### src/rtl/code_entry.sv
// Keypad code accumulator: debounces scanner strobes into key events and builds an N-digit BCD code (* clears, # submits).
// Latency: event sampled at edge k is visible in cycle k+1; after #, codigo/cant clear on edge k+1.
// Backpressure: none, one event per press; CODE_ENTRY_BACKSPACE_EN turns key 0xD into backspace.
module code_entry #(
  parameter int N_DIGITS       = 4,
  parameter int RELEASE_CYCLES = 8
) (
  input  logic                  clk,
  input  logic                  rst,
  input  logic [4:0]            digito,
  input  logic                  cambio_digito,
  output logic [4*N_DIGITS-1:0] codigo,
  output logic [2:0]            cant,
  output logic                  tecla_ok,
  output logic                  codigo_listo,
  output logic                  error_codigo
);

  localparam int W    = 4 * N_DIGITS;
  localparam int RC_W = (RELEASE_CYCLES > 2) ? $clog2(RELEASE_CYCLES) : 1;
  localparam logic [2:0]      CANT_FULL = 3'(N_DIGITS);
  localparam logic [RC_W-1:0] RC_LAST   = RC_W'(RELEASE_CYCLES - 1);

  typedef enum logic {RELEASED, HELD} state_t;

  state_t          state, state_nxt;
  logic [RC_W-1:0] rc, rc_nxt;
  logic [W-1:0]    codigo_nxt, shifted;
  logic [2:0]      cant_nxt;
  logic            clr_pend, clr_nxt;
  logic            tecla_nxt, listo_nxt, err_nxt;
  logic            key_event;

  always_ff @(posedge clk) begin
    if (rst) begin
      state        <= HELD;
      rc           <= '0;
      codigo       <= '0;
      cant         <= '0;
      clr_pend     <= 1'b0;
      tecla_ok     <= 1'b0;
      codigo_listo <= 1'b0;
      error_codigo <= 1'b0;
    end else begin
      state        <= state_nxt;
      rc           <= rc_nxt;
      codigo       <= codigo_nxt;
      cant         <= cant_nxt;
      clr_pend     <= clr_nxt;
      tecla_ok     <= tecla_nxt;
      codigo_listo <= listo_nxt;
      error_codigo <= err_nxt;
    end
  end

  always_comb begin
    state_nxt  = state;
    rc_nxt     = rc;
    codigo_nxt = codigo;
    cant_nxt   = cant;
    clr_nxt    = 1'b0;
    tecla_nxt  = 1'b0;
    listo_nxt  = 1'b0;
    err_nxt    = 1'b0;
    key_event  = 1'b0;
    shifted    = codigo << 4;
    shifted[3:0] = digito[3:0];

    // Any strobe while held restarts the release interval, so a key change mid-hold is ignored.
    case (state)
      RELEASED: begin
        if (cambio_digito) begin
          key_event = 1'b1;
          state_nxt = HELD;
          rc_nxt    = '0;
        end
      end
      HELD: begin
        if (cambio_digito) begin
          rc_nxt = '0;
        end else if (rc == RC_LAST) begin
          state_nxt = RELEASED;
          rc_nxt    = '0;
        end else begin
          rc_nxt = rc + RC_W'(1);
        end
      end
      default: begin
        state_nxt = HELD;
        rc_nxt    = '0;
      end
    endcase

    // Deferred clear after #, so codigo stays stable during the codigo_listo cycle.
    if (clr_pend) begin
      codigo_nxt = '0;
      cant_nxt   = '0;
    end

    if (key_event && !digito[4]) begin
      tecla_nxt = 1'b1;
      if (digito[3:0] <= 4'd9) begin
        if (cant < CANT_FULL) begin
          codigo_nxt = shifted;
          cant_nxt   = cant + 3'd1;
        end
      end else begin
        case (digito[3:0])
          4'hF: begin
            codigo_nxt = '0;
            cant_nxt   = '0;
          end
          4'hE: begin
            clr_nxt = 1'b1;
            if (cant == CANT_FULL) listo_nxt = 1'b1;
            else                   err_nxt   = 1'b1;
          end
`ifdef CODE_ENTRY_BACKSPACE_EN
          4'hD: begin
            if (cant != 3'd0) begin
              codigo_nxt = codigo >> 4;
              cant_nxt   = cant - 3'd1;
            end
          end
`endif
          default: ;
        endcase
      end
    end
  end

endmodule
### config.mk
export PLATFORM = sky130hd
export DESIGN_NAME = code_entry
export DESIGN_NICKNAME = d
export VERILOG_FILES = /design/src/rtl/code_entry.sv
export SDC_FILE = /design/constraint.sdc
export NUM_CORES = 1
export LEC_CHECK = 0
export CAP_MARGIN = 10
export CORE_ASPECT_RATIO = 0.8
export CORE_MARGIN = 3
export CORE_UTILIZATION = 58
export CTS_BUF_LIST = sky130_fd_sc_hd__clkbuf_2 sky130_fd_sc_hd__clkbuf_4 sky130_fd_sc_hd__clkbuf_8
export CTS_CLUSTER_DIAMETER = 50
export DETAILED_ROUTE_END_ITERATION = 6
export DONT_BUFFER_PORTS = 1
export GPL_ROUTABILITY_DRIVEN = 1
export PLACE_DENSITY = 0.87
export SETUP_SLACK_MARGIN = 0.3
export SLEW_MARGIN = 20
export SYNTH_ARGS = -nofsm -noshare
export SYNTH_HDL_FRONTEND = slang
export SYNTH_SLANG_ARGS = --single-unit
### constraint.sdc
create_clock -name clk -period 1.6 [get_ports clk]
set_clock_uncertainty 0.05 [all_clocks]
set_input_delay 0.48 -clock clk [delete_from_list [all_inputs] [get_ports clk]]
set_output_delay 0.48 -clock clk [all_outputs]
set_load 0.03 [all_outputs]
==> metrics <==
area share of xor/xnor cells in the synthesized design=0; layout cells sized above 1=0.489; top cells by area, synth=dfxtp_1, o211ai_2, a21oi_1; P&R area growth vs syn=26.7%; Max Used Layer=met4; Post-Synth Adder-Cell Area=0.0405; period utilisation layout=1.01; DR WL/cell=22.5 um; clk sinks=27; fillers=101; max cap viols=0; unrepaired setup endpoints after global routing=true; final antenna-violating net count=0; Seq/Total Area, Yosys=0.437; first-pass GRT wire length=4.72 mm; Final #Nets=148; DRT iter0 DRCs=56; CTS tree=yes; CP max stage cell=or4b_4; Die Y=47.3 um; pwr dens=646 nW/um2; Antenna diodes=0; Non-Filler Instances=159; htree depth=1; Pre-antenna DRT Iters=4; Crit path buffers/inverters=1; CTS buffer count=3; WS Path Type=reg -> reg; metal3 WL=387 um; Final WS setup=-0.0200 ns; Final Hold Violating Endpoints=0; Total GRT Usage=0.233; GP Congestion=0.761; max-slew violations=0; initial antenna violation count=0; outcome=finished, violations left; Final setup viols=1; Setup crit end kind=register; Die Area=2720 um2; Initial Utilization=0.636; Avg Inst Size Synth=9.97 um2; leak pwr=0.517 nW; mux contribution to synthesized area=0.0172; Final min period=1.62 ns; Hold Crit Class=in -> reg; Netlist cell types=34; met1 WL=1.30 mm; total wire length=3.57 mm; violated checks=negative setup slack; DR WL met2=1.82 mm; clk buf depth=2; Root Driver=clkbuf_4; worst skew pair latency=0.33 ns; Core Box Area=1940 um2; largest net degree at the start of global routing=20; Setup crit start kind=register; final core occ=0.806; Worst Tran Pin Value=0.689 ns; I/O Pins=30; FF+latch count, synth=27; global route overflow=0; Netlist Area Pre-Place=1240 um2; share of the synthesized area in the top cell type=0.437; CP top delay family=simple AND/OR/NAND/NOR gates; Max-Slew Margin vs Limit=0.541; Syn Inst Count=124; Placed Instances=149; final non-filler cell area=1570 um2; Crit path required time=1.77 ns; Post-Synthesis Net Count=136; Clock Pin Slew Worst Setup and Hold Paths=0.13 ns; maximum clock frequency=617 MHz; Vias/cell=6.90; worst path cell trace=or4b_4 -> buf_12 -> o211ai_1 -> a21oi_1; Hold Worst Slack=0.139 ns; CP Max Fanout=14; Chip Width=57.6 um; pre-CTS setup slack=-0.0524 ns; cell taking the most area after synthesis=dfxtp_1; area post-placement=1300 um2; slowest cell delay on critical path=0.57 ns; Port-buffer cells=0; worst vdd ir=0.895 mV; largest family of logic cells by synthesized area=compound AO/OA/AOI/OAI gates; residual DRC count=0; hpwl dp=1.97 mm; number of global-route vias before repair=959; Yosys Warn Count=0; Rows=14; Via Count=1097; Synth Area in Simple Gates=0.180; CP Data Arrival Time=1.79 ns; Synth Area in Compound Gates=0.257
## flip-flops by register name, summed over array words and instances (netlist names)
register and count:
cant 3, clr_pend 1, codigo 16, codigo_listo 1, error_codigo 1, rc 3, state 1, tecla_ok 1
## report_power, final
part / leakage [nW] / internal (mW) / switching [mW]
clock: 0.0184 / 0.115 / 0.193
sequential: 0.235 / 0.641 / 0.00248
combinational: 0.263 / 0.0219 / 0.0378
total: 0.517 / 0.778 / 0.234
## path summary, 6_finish.rpt
path / end / depth (start not counted) / slack [ns] / startpoint
max: codigo[8] / 4 / -0.02 / state
min: rc[0] / 1 / 0.14 / cambio_digito
max reg2reg: codigo[8] / 4 / -0.02 / state
min reg2reg: codigo[13] / 2 / 0.50 / codigo[13]
## cell type report
class                      count  area (um2)  share of cell area
multi-input combinational     84         674               0.431
sequential                    27         622               0.397
timing repair buffer          16         195               0.125
clock buffer                   4        30.0              0.0192
tap                           24        30.0              0.0192
inverter                       4        15.0             0.00958
## routing by layer
| layer | global-route usage | vias up |
|---|---|---|
| met1 | 0.263 | 528 |
| met2 | 0.403 | 66 |
| li1 | - | 492 |
| met3 | 0.102 | 11 |
| met4 | 0.0833 | 0 |
| met5 | 0 | - |
## cells by family after synthesis
kind of cell,after synthesis
AO/OA/AOI/OAI,41
adder cells (fa/ha/maj),4
buffers and inverters,13
flip-flops,27
multiplexers,2
AND/OR/NAND/NOR,37
## cell usage in the layout (no fill, tap or decap), types with 2 or more instances in the layout
master | synthesis | routed
clkbuf_16 | 0 | 2
and2_1 | 3 | 3
o211ai_2 | 9 | 9
inv_1 | 3 | 3
buf_12 | 1 | 2
dfxtp_2 | 0 | 5
dfxtp_4 | 0 | 20
buf_6 | 2 | 2
o22ai_1 | 2 | 2
buf_4 | 0 | 9
clkbuf_4 | 0 | 4
nand3_1 | 16 | 16
ha_1 | 4 | 2
dfxtp_1 | 27 | 2
nor3_1 | 3 | 2
nand2_1 | 3 | 3
ha_4 | 0 | 2
a21oi_2 | 0 | 2
nor2_1 | 3 | 3
o211ai_1 | 6 | 6
nand3b_1 | 2 | 2
a21oi_1 | 17 | 15
## cells in the mapped netlist
| cell | count |
|---|---|
| nor2_1 | 3 |
| clkinv_1 | 1 |
| nand2b_1 | 1 |
| o211ai_1 | 6 |
| a41o_1 | 1 |
| nand3_1 | 16 |
| o21ai_1 | 1 |
| mux2i_1 | 1 |
| a21oi_1 | 17 |
| a22oi_1 | 1 |
| and2_1 | 3 |
| buf_6 | 2 |
| buf_2 | 3 |
| buf_12 | 1 |
| mux2_2 | 1 |
| nor3b_1 | 1 |
| nor4b_1 | 1 |
| nand2_1 | 3 |
| o311ai_2 | 1 |
| o22ai_1 | 2 |
| and4_1 | 1 |
| clkbuf_1 | 3 |
| o211ai_2 | 9 |
| dfxtp_1 | 27 |
| o21a_1 | 1 |
| nand3b_1 | 2 |
| inv_1 | 3 |
| or4b_1 | 1 |
| nor3_1 | 3 |
| nor4b_4 | 1 |
| ha_1 | 4 |
| and3_1 | 1 |
| o311ai_1 | 1 |
| a21boi_0 | 1 |
## through the flow
stage	TNS, ns	power, mW
3_3_place_gp	-0.00370	0.736
3_5_place_dp	-0.235	0.740
6_report	-0.0200	1.01
4_1_cts	0	1.02
2_1_floorplan	-0.213	0.728
5_1_grt	-0.0451	1.04
## what timing repair did
| item | CTS | global route |
|---|---|---|
| gates cloned | 0 | 2 |
| pin swaps | 5 | 6 |
| endpoints found under the setup margin | 44 | 44 |
| resized for setup | 41 | 20 |
| buffers inserted | 3 | 1 |
| hold buffers | 0 | 0 |
| hold endpoints to repair | 0 | 0 |
Note: power is estimated with default switching activity, not from simulation.
